--- src/rtl/retire_rob.sv ---
// ---------------------------------------------------------------------------
// retire_rob
//
// In-order retire buffer that hands physical registers back to the rename
// freelist.
//
// Dispatch pushes one renamed op per cycle at the tail. The op carries a
// destination flag, the previous mapping of its destination (old_tag) and the
// newly allocated mapping (new_tag). Execute marks entries complete by ROB
// index. Retire drains the head in program order. Each retiring op with a
// destination frees its old_tag.
//
// On flush, the buffer walks back from the youngest entry to the head. Every
// in-flight new_tag is freed, one per cycle. Dispatch is held off until the
// walk reaches the head.
//
// Optional feature (macro RETIRE_CMPL_BYPASS_EN):
//   When defined, a completion that targets the head counts as complete in
//   the same cycle, so the head can retire in its completion cycle. When
//   undefined, a completion is registered first. The head then retires no
//   earlier than the cycle after cmpl_valid.
//
// Parameters:
//   DEPTH  number of entries (power of two, >= 4)
//   IDX_W  index width, clog2(DEPTH)
//   TAG_W  physical register tag width
//
// Ports:
//   clk, rst_n      clock, asynchronous active-low reset
//   disp_valid      dispatch request
//   disp_ready      entry available and not recovering
//   disp_has_dst    op writes a register
//   disp_old_tag    previous mapping of dst, freed at retire
//   disp_new_tag    newly allocated tag, freed on flush
//   disp_idx        index given to this dispatch (tail)
//   cmpl_valid      completion strobe
//   cmpl_idx        index of the completing entry
//   flush           squash all un-retired entries
//   free_full       freelist full; holds off any free
//   free_req        a tag is freed this cycle
//   free_tag        tag being freed
//   retire_valid    head retires this cycle
//   retire_idx      index retiring (head)
//   count           number of occupied entries
//   empty, full     count == 0 / count == DEPTH
// ---------------------------------------------------------------------------
module retire_rob #(
  parameter int DEPTH = 16,
  parameter int IDX_W = $clog2(DEPTH),
  parameter int TAG_W = 6
) (
  input  logic             clk,
  input  logic             rst_n,
  input  logic             disp_valid,
  output logic             disp_ready,
  input  logic             disp_has_dst,
  input  logic [TAG_W-1:0] disp_old_tag,
  input  logic [TAG_W-1:0] disp_new_tag,
  output logic [IDX_W-1:0] disp_idx,
  input  logic             cmpl_valid,
  input  logic [IDX_W-1:0] cmpl_idx,
  input  logic             flush,
  input  logic             free_full,
  output logic             free_req,
  output logic [TAG_W-1:0] free_tag,
  output logic             retire_valid,
  output logic [IDX_W-1:0] retire_idx,
  output logic [IDX_W:0]   count,
  output logic             empty,
  output logic             full
);

  typedef enum logic [0:0] {
    IDLE    = 1'b0,
    RECOVER = 1'b1
  } state_t;

  localparam logic [IDX_W:0]   DEPTH_CNT = (IDX_W+1)'(DEPTH);
  localparam logic [IDX_W:0]   CNT_ONE   = (IDX_W+1)'(1);
  localparam logic [IDX_W-1:0] IDX_ONE   = IDX_W'(1);

  state_t                       state_q, state_d;
  logic [IDX_W-1:0]             head_q, head_d;
  logic [IDX_W-1:0]             tail_q, tail_d;
  logic [IDX_W-1:0]             walk_q, walk_d;
  logic [IDX_W:0]               count_q, count_d;
  logic [DEPTH-1:0]             valid_q, valid_d;
  logic [DEPTH-1:0]             cmpl_q, cmpl_d;
  logic [DEPTH-1:0]             has_dst_q, has_dst_d;
  logic [DEPTH-1:0][TAG_W-1:0]  old_tag_q, old_tag_d;
  logic [DEPTH-1:0][TAG_W-1:0]  new_tag_q, new_tag_d;

  logic is_idle;
  logic head_done;
  logic retire_fire;
  logic flush_start;
  logic disp_fire;
  logic cmpl_fire;
  logic walk_adv;

  // Control decode and output drive. Every output comes from registered
  // state plus the free_full/flush/cmpl inputs. Only the optional head
  // bypass looks at cmpl. A flush that starts a walk-back suppresses the
  // dispatch and the retire of its own cycle. The retire side already sees
  // flush directly. The walk only advances past a destination-carrying entry
  // when the freelist can take the tag. This way no free is ever dropped.
  always_comb begin
    is_idle   = (state_q == IDLE);
    full      = (count_q == DEPTH_CNT);
    empty     = (count_q == '0);
    count     = count_q;
    disp_idx  = tail_q;
    retire_idx = head_q;

    disp_ready = is_idle && !full;

    head_done = cmpl_q[head_q];
`ifdef RETIRE_CMPL_BYPASS_EN
    if (cmpl_valid && (cmpl_idx == head_q)) begin
      head_done = 1'b1;
    end
`endif

    retire_fire = is_idle && valid_q[head_q] && head_done && !flush &&
                  !(has_dst_q[head_q] && free_full);
    retire_valid = retire_fire;

    flush_start = is_idle && flush && !empty;
    disp_fire   = disp_valid && disp_ready && !flush_start;
    cmpl_fire   = cmpl_valid && is_idle && valid_q[cmpl_idx];
    walk_adv    = !is_idle && (!has_dst_q[walk_q] || !free_full);

    if (is_idle) begin
      free_req = retire_fire && has_dst_q[head_q];
      free_tag = old_tag_q[head_q];
    end else begin
      free_req = has_dst_q[walk_q] && !free_full;
      free_tag = new_tag_q[walk_q];
    end
  end

  // Next-state computation for pointers, per-entry state and the FSM. In
  // normal operation, completions, retires and dispatches are applied in that
  // order. They never collide on one entry. A completion for the tail is
  // ignored because that entry is not valid yet. Dispatch cannot target the
  // head while it is retiring because the buffer would have to be full. On
  // the last walk step the walk has reached the head. The tail then snaps
  // back to the head and the buffer is empty again.
  always_comb begin
    state_d   = state_q;
    head_d    = head_q;
    tail_d    = tail_q;
    walk_d    = walk_q;
    count_d   = count_q;
    valid_d   = valid_q;
    cmpl_d    = cmpl_q;
    has_dst_d = has_dst_q;
    old_tag_d = old_tag_q;
    new_tag_d = new_tag_q;

    if (cmpl_fire) begin
      cmpl_d[cmpl_idx] = 1'b1;
    end

    if (retire_fire) begin
      valid_d[head_q] = 1'b0;
      head_d          = head_q + IDX_ONE;
    end

    if (disp_fire) begin
      valid_d[tail_q]   = 1'b1;
      cmpl_d[tail_q]    = 1'b0;
      has_dst_d[tail_q] = disp_has_dst;
      old_tag_d[tail_q] = disp_old_tag;
      new_tag_d[tail_q] = disp_new_tag;
      tail_d            = tail_q + IDX_ONE;
    end

    if (disp_fire && !retire_fire) begin
      count_d = count_q + CNT_ONE;
    end else if (!disp_fire && retire_fire) begin
      count_d = count_q - CNT_ONE;
    end

    if (flush_start) begin
      state_d = RECOVER;
      walk_d  = tail_q - IDX_ONE;
    end

    if (walk_adv) begin
      valid_d[walk_q] = 1'b0;
      if (walk_q == head_q) begin
        state_d = IDLE;
        tail_d  = head_q;
        count_d = '0;
      end else begin
        walk_d = walk_q - IDX_ONE;
      end
    end
  end

  // All state lives in this one register block. Reset clears everything at
  // once, including a walk-back in progress. No pending free survives it.
  always_ff @(posedge clk or negedge rst_n) begin
    if (!rst_n) begin
      state_q   <= IDLE;
      head_q    <= '0;
      tail_q    <= '0;
      walk_q    <= '0;
      count_q   <= '0;
      valid_q   <= '0;
      cmpl_q    <= '0;
      has_dst_q <= '0;
      old_tag_q <= '0;
      new_tag_q <= '0;
    end else begin
      state_q   <= state_d;
      head_q    <= head_d;
      tail_q    <= tail_d;
      walk_q    <= walk_d;
      count_q   <= count_d;
      valid_q   <= valid_d;
      cmpl_q    <= cmpl_d;
      has_dst_q <= has_dst_d;
      old_tag_q <= old_tag_d;
      new_tag_q <= new_tag_d;
    end
  end

endmodule
--- config.mk ---
export PLATFORM = sky130hd
export DESIGN_NAME = retire_rob
export DESIGN_NICKNAME = d
export VERILOG_FILES = /design/src/rtl/retire_rob.sv
export SDC_FILE = /design/constraint.sdc
export NUM_CORES = 1
export LEC_CHECK = 0
export CORE_MARGIN = 2
export CORE_UTILIZATION = 25
export DETAILED_ROUTE_END_ITERATION = 10
export PLACE_DENSITY = 0.41
export RECOVER_POWER = 50
export SETUP_SLACK_MARGIN = 0.1
export SKIP_LAST_GASP = 1
export SYNTH_ARGS = -nofsm -noshare
export SYNTH_HDL_FRONTEND = slang
export SYNTH_SLANG_ARGS = --single-unit
--- constraint.sdc ---
create_clock -name clk -period 4.7 [get_ports clk]
set_clock_uncertainty 0.15 [all_clocks]
set_input_delay 0.47 -clock clk [delete_from_list [all_inputs] [get_ports clk]]
set_output_delay 0.47 -clock clk [all_outputs]
set_load 0.1 [all_outputs]
==> metrics.md, run 1 <==
| Metric | Value |
|---|---|
| Post-DP HPWL | 24800 µm |
| Pin slew with the least headroom to its limit | between 1.5 and 2 ns |
| CTS Buffer Depth | 3 |
| Synth cell count leaders | dfrtp_1 (258), nand2_1 (210), mux2_2 (155) |
| Outcome | finished, violations left |
| Reg2Reg Setup Slack | 0.60 ns |
| Ratio of cells with drive above 1 in the final layout | 0.310 |
| Synth Area per Inst | around 13 µm² |
| Worst R2R End | new_tag_q[28]$_DFFE_PN0P_ |
| Largest cells by area after synthesis | dfrtp_1 (50%), mux2_2 (14%), mux4_2 (13%) |
| Clk sink count | around 260 |
| H-tree depth | 1 |
| Reg-to-reg startpoint | count[0]$_DFF_PN0_ |
| Ys Warns | 0 |
| FFs w/ async S/R, synth | 1.00 |
| Slowest CP cell | dfrtp_1 |
| R2r worst-path depth | 8 |
| Diodes inserted | 0 |
| Top-area cell type share of the netlist area | 0.502 |
| Crit share post-route | 0.899 |
| Data required, critical path | just over 4 ns |
| GPL Wtd Cong | 0.795 |
| CTS tree | built |
| Initial Util | 0.252 |
| Number of nets in the layout | roughly 1100 |
| FP Rows | 83 |
| Sum Neg Setup Slack | 0 ns |
| Critical Path End Type | output port |
| RSZ-0062 raised after global routing | false |
| Crit path DAT | between 3 and 4 ns |
| Gr ovfl total | 0 |
| Final core occ | 0.293 |
| Vias in the first global route | approximately 8700 |
| Number of max-cap violations | 2 |
| Top Layer Used | met4 |
| Max stage delay on crit path | around 1.2 ns |
| # fillers | roughly 5300 |
| Post-synthesis cell area | between 10000 and 15000 µm² |
| Top FF cell, synth | dfrtp_1 |
| CTS Buf Count | 30 |
| Number of distinct library cells after synthesis | 60 |
| Core footprint | 51100 µm² |
| CTS Root Cell | clkbuf_16 |
| Worst Path Buf+Inv | 1 |
| Final hold violations | 0 |
| Leak | roughly 7 nW |
| Post-CTS sizing | 0 |
| Hold Path Class | in2async |
| Synth area leader | dfrtp_1 |
| Area of the die | 53200 µm² |
| Net Count, Synth | 1062 |
| Top-count cell post-synth | dfrtp_1 |
| FMAX | around 240 MHz |
| Final setup fails | 0 |
| Worst hold slack | 0.285 ns |
| Die width | about 230 µm |
| Routed vias/inst | 4.82 |
| Met3 WL post-DR | approximately 1900 µm |
| Die Ht | between 200 and 250 µm |
| Global-route wire length before repair | roughly 61000 µm |
| Drt pass-1 iters | 5 |
| Routed wl met2 | 17700 µm |
| Crit-path max FO | 22 |
| DRT Wirelength | around 40000 µm |
| Clock transition at the registers of the reported paths | 0.06 ns |
| Fin. max-slew vios | 194 |
| CP top delay family | flip-flops |
| EDFF count, synth | 0 |
| Remaining DRCs | 0 |
| Power Density | approximately 580 nW/µm² |
| Largest net degree at the start of global routing | around 140 |
| Cells after Synth | approximately 1000 |
| WL/cell | around 23 µm |
| DR vias | around 8400 |
| IO Port Bufs | 46 |
| Gr usage total | 0.154 |
| M1 WL | around 20000 µm |
| Initial antenna violation count | 0 |
| Number of DRC markers in iteration 0 | 502 |
| Post-CTS setup buffers | 0 |
| Area delta synth->final | 16.5% |
| Failing checks | capacitance limit, slew limit |
| Sequential fraction of the synthesis area | 0.502 |
| Hold_buf cts | 1 |
| IO Count | 47 |
| Detail Route Antenna Nets | 0 |
| Critical Path Start Type | flop |
| CP Cell Sequence | nor2b_1 -> a22o_1 -> a221oi_1 -> or3_1 -> o21ai_2 -> buf_4 |
| Minimum clock period | 4.23 ns |
| Critical path type | reg2out |
| Clock Latency Late Sink | about 0.58 ns |
| Count of state elements after synthesis | between 200 and 300 |
| Rel. slew slack | -0.303 |
| Peak supply drop | 0.396 mV |
state kept, by name, summed over array words and instances, names as in the netlist:
name        cells
new_tag_q      96
old_tag_q      96
cmpl_q         16
has_dst_q      16
valid_q        16
count           5
disp_idx        4
retire_idx      4
walk_q          4
state_q         1
cell type report:
class,instances,area (µm²),area share
Inverter,13,53.8,0.00359
Clock buffer,43,891,0.0595
Clock inverter,10,150,0.0100
Sequential cell,258,6460,0.432
Timing Repair Buffer,71,629,0.0420
Multi-Input combinational cell,672,5940,0.397
Tap cell,680,851,0.0568
worst reg2reg max path: cells and delay by family (launching register included):
family	cells	cell delay (ns)
AO/OA/AOI/OAI	1	0.58
multiplexers	1	0.48
buffers and inverters	2	0.54
AND/OR/NAND/NOR	3	1.62
flip-flops	1	0.44
adder cells (fa/ha/maj)	1	0.16
report_power, final:
| part | internal, mW | leakage (nW) | total [mW] | switching, mW |
|---|---|---|---|---|
| clock network | 1.52 | 0.518 | 2.50 | 0.977 |
| registers | 2.84 | 3.49 | 3.44 | 0.596 |
| logic | 1.25 | 2.97 | 2.77 | 1.52 |
how the worst max path moves through the flow:
stage,depth (start not counted),to,from
6_report,6,free_req,retire_idx[3]$_DFFE_PN0N_
5_1_grt,6,free_req,retire_idx[3]$_DFFE_PN0N_
4_1_cts,6,free_req,retire_idx[3]$_DFFE_PN0N_
3_5_place_dp,6,free_req,retire_idx[3]$_DFFE_PN0N_
3_3_place_gp,6,free_req,retire_idx[3]$_DFFE_PN0N_
2_1_floorplan,8,free_req,retire_idx[1]$_DFFE_PN0N_
per-layer routing:
layer	GRT usage	up-vias
met5	0	-
met4	0.0407	0
met3	0.0230	56
met2	0.231	211
met1	0.230	4458
li1	-	3698
cells by family after synthesis:
| logic type | count (synthesis) | share of synthesized area |
|---|---|---|
| adders and majority gates | 16 | 0.0156 |
| DFF | 258 | 0.502 |
| xor gates and xnor gates | 14 | 0.0101 |
| muxes | 257 | 0.288 |
| and+or+nand+nor | 288 | 0.0995 |
| buffers and inverters | 93 | 0.0346 |
| AOI/OAI and AO/OA | 97 | 0.0497 |
cell usage in the layout (no fill, tap or decap), drive strengths merged, types with 4 or more instances in the layout:
| cell | count |
|---|---|
| dfrtp | 258 |
| nand2 | 219 |
| mux2 | 158 |
| mux4 | 74 |
| clkbuf | 46 |
| clkdlybuf4s50 | 37 |
| buf | 30 |
| mux2i | 25 |
| a21oi | 25 |
| o21ai | 24 |
| nor2 | 18 |
| ha | 16 |
| a22oi | 15 |
| a31oi | 12 |
| inv | 12 |
| xor2 | 9 |
| nor2b | 8 |
| and3 | 7 |
| clkinv | 7 |
| and2 | 7 |
| nand2b | 6 |
| xnor2 | 5 |
| nand3 | 5 |
| bufinv | 4 |
| a211oi | 4 |
through the flow:
stage	total power [mW]	setup WS, ns	cell area, µm²	instances
final	8.71	0.473	15000	1747
after global routing	9.17	0.220	15000	1747
after CTS	8.82	0.413	15000	1747
after detailed placement	6.28	1.04	14000	1693
after global placement	6.26	1.08	14000	1693
after floorplan	5.42	0.579	12900	1023
No activity file was read; power rests on OpenSTA's default activity.
==> inputs of run 2 (changes only) <==
--- a/config.mk
+++ b/config.mk
@@ -7,6 +7,7 @@
 export LEC_CHECK = 0
 export CORE_MARGIN = 2
 export CORE_UTILIZATION = 25
+export CTS_CLUSTER_DIAMETER = 60
 export DETAILED_ROUTE_END_ITERATION = 10
 export PLACE_DENSITY = 0.41
 export RECOVER_POWER = 50
==> run 2 against run 1 <==
Effect of this change: the flow still finishes with violations (capacitance limit, slew limit); non-clock buffer count did not move; sequential share of layout area fell by 0.29 points; largest cell class unchanged; power rose by 1.8%; clock power rose by 6%; combinational power barely moved; critical path type unchanged; sequential cell count did not move.
==> metrics.md, run 2 (same netlist as run 1, synthesis figures left out) <==
| Metric | Value |
|---|---|
| Outcome | finished, violations left |
| Failing checks | capacitance limit, slew limit |
| CTS tree | built |
| Top Usage Layer GRT | met2 |
| P_int | ~5.7 mW |
| Core footprint | between 50000 and 60000 µm² |
| Number of nets in the layout | 1089 |
| Remaining DRCs | 0 |
| Number of DRC markers in iteration 0 | between 600 and 700 |
| Part of the power in the clock network | 0.299 |
| Global-route wire length before repair | a little over 60000 µm |
| Die width | approximately 230 µm |
| RSZ-0062 raised after global routing | false |
| Drt pass-1 iters | 5 |
| CTS Root Cell | clkbuf_16 |
| Crit-path max FO | 22 |
| Hold Path Class | reg2reg |
| Post-DP HPWL | 24800 µm |
| FMAX | between 200 and 250 MHz |
| Critical Path End Type | output port |
| Rel. slew slack | -0.281 |
| Largest net degree at the start of global routing | between 100 and 150 |
| Sum Neg Setup Slack | 0 ns |
| DRT Wirelength | around 40000 µm |
| Switching Share | 0.355 |
| Final hold violations | 0 |
| Area delta synth->final | 17.3% |
| Layout Cells excl Fill | between 1500 and 2000 |
| Data required, critical path | about 4.1 ns |
| Fin. max-slew vios | roughly 190 |
| Number of max-cap violations | 2 |
| Initial Util | 0.252 |
| CP Cell Sequence | nor2b_1 -> a22o_1 -> a221oi_1 -> or3_1 -> o21ai_2 -> buf_4 |
| IO Count | 47 |
| M3 GR Usage | 0.0210 |
| R2r worst-path depth | 8 |
| Pin slew with the least headroom to its limit | approximately 1.9 ns |
| Diodes inserted | 0 |
| Power Density | 588 nW/µm² |
| Ratio of cells with drive above 1 in the final layout | 0.313 |
| Dpl ws | approximately 1.0 ns |
| Crit path DAT | approximately 3.6 ns |
| Initial antenna violation count | 0 |
| Finished Cell Area | 15100 µm² |
| Minimum clock period | around 4.2 ns |
| Gr usage total | 0.155 |
| IO Port Bufs | 46 |
| Leak | 7.02 nW |
| Die Ht | roughly 230 µm |
| DR vias | ~8500 |
| Biggest regs | new_tag_q x96, old_tag_q x96 |
| Vias in the first global route | roughly 8800 |
| Post-CTS sizing | 0 |
| Max stage delay on crit path | ~1.2 ns |
| Psw | 3.15 mW |
| Detail Route Antenna Nets | 0 |
| Clock Latency Late Sink | between 0.5 and 0.6 ns |
| Critical path type | reg2out |
| WL/cell | between 20 and 25 µm |
| Placed cells | approximately 1700 |
| Area of the die | 53200 µm² |
| Final setup fails | 0 |
| Fin worst setup slack | approximately 0.53 ns |
| Routed vias/inst | 4.84 |
| Peak supply drop | ~0.4 mV |
| Slowest CP cell | dfrtp_1 |
| Critical Path Start Type | flop |
| Clk sink count | roughly 260 |
| Hold Path Stages | 2 |
| Met1 usage | 0.232 |
| FP Rows | a little over 80 |
| Crit share post-route | 0.888 |
| Clock transition at the registers of the reported paths | around 0.06 ns |
| Commonest non-fill, non-tap cell in the layout | dfrtp_1 |
| H-tree depth | 2 |
| Commonest cells after routing, fill and taps aside | dfrtp_1 (254), nand2_1 (210), mux2_2 (155) |
| Gr ovfl total | 0 |
| # fillers | roughly 5300 |
| GPL Wtd Cong | between 0.7 and 0.8 |
| CTS Buffer Depth | 3 |
| CTS Buf Count | 34 |
| Met2 Use GR | 0.232 |
| Final core occ | 0.295 |
| Seq pwr share | 0.388 |
| Logic pwr share | 0.313 |
| Placed cell area | approximately 14000 µm² |
-- run 2: final timing paths --
check                                           from                         to  slack, ns
hold / removal             new_tag_q[66]$_DFFE_PN0P_  new_tag_q[66]$_DFFE_PN0P_       0.32
setup / recovery           retire_idx[3]$_DFFE_PN0N_                   free_req       0.53
min in group asynchronous                      rst_n  new_tag_q[23]$_DFFE_PN0P_       0.34
setup reg to reg                  count[1]$_DFF_PN0_  old_tag_q[52]$_DFFE_PN0P_       0.65
hold reg to reg            new_tag_q[66]$_DFFE_PN0P_  new_tag_q[66]$_DFFE_PN0P_       0.32
max in group asynchronous                      rst_n  old_tag_q[45]$_DFFE_PN0P_       1.71
-- run 2: power by group through the flow --
stage          Clock [mW]  Sequential, mW  Combinational, mW
3_5_place_dp            0            3.48               2.80
5_1_grt              2.83            3.54               2.98
2_1_floorplan           0            3.34               2.07
6_report             2.65            3.44               2.78
4_1_cts              2.73            3.45               2.81
3_3_place_gp            0            3.48               2.78
-- run 2: through the flow --
step / hold slack (ns) / total power [mW]
after floorplan: 0.0244 / 5.42
after detailed placement: 0.309 / 6.28
after global routing: 0.343 / 9.35
final: 0.318 / 8.87
after global placement: 0.304 / 6.26
after CTS: 0.323 / 8.99
-- run 2: what timing repair did --
| item | 4_1_cts | 5_1_grt |
|---|---|---|
| hold buffers | 1 | 0 |
| endpoints found under the hold margin | 66 | 0 |
| buffers inserted | 0 | 0 |
| setup endpoints to repair | 0 | 0 |
-- run 2: final cells by class --
class / instances / area [µm²] / area share
well taps: 680 / 851 / 0.0564
inverters: 13 / 53.8 / 0.00357
flip-flops and latches: 258 / 6460 / 0.429
clock buffers: 49 / 977 / 0.0648
repair buffers: 71 / 629 / 0.0418
multi-input cells: 672 / 5940 / 0.394
clock inverters: 12 / 164 / 0.0109
-- run 2: worst max-delay path: cells and delay by family (launching register included) --
| family | cells | cell delay, ns |
|---|---|---|
| buffers and inverters | 1 | 0.31 |
| AND/OR/NAND/NOR | 2 | 1.06 |
| flip-flops | 1 | 1.16 |
| AO/OA/AOI/OAI | 3 | 0.47 |
-- run 2: metal layers --
metal / vias up / share of wire
met3: 56 / 0.039
met1: 4533 / 0.49
met2: 198 / 0.44
met4: 0 / 0.023
li1: 3714 / -
met5: - / 0
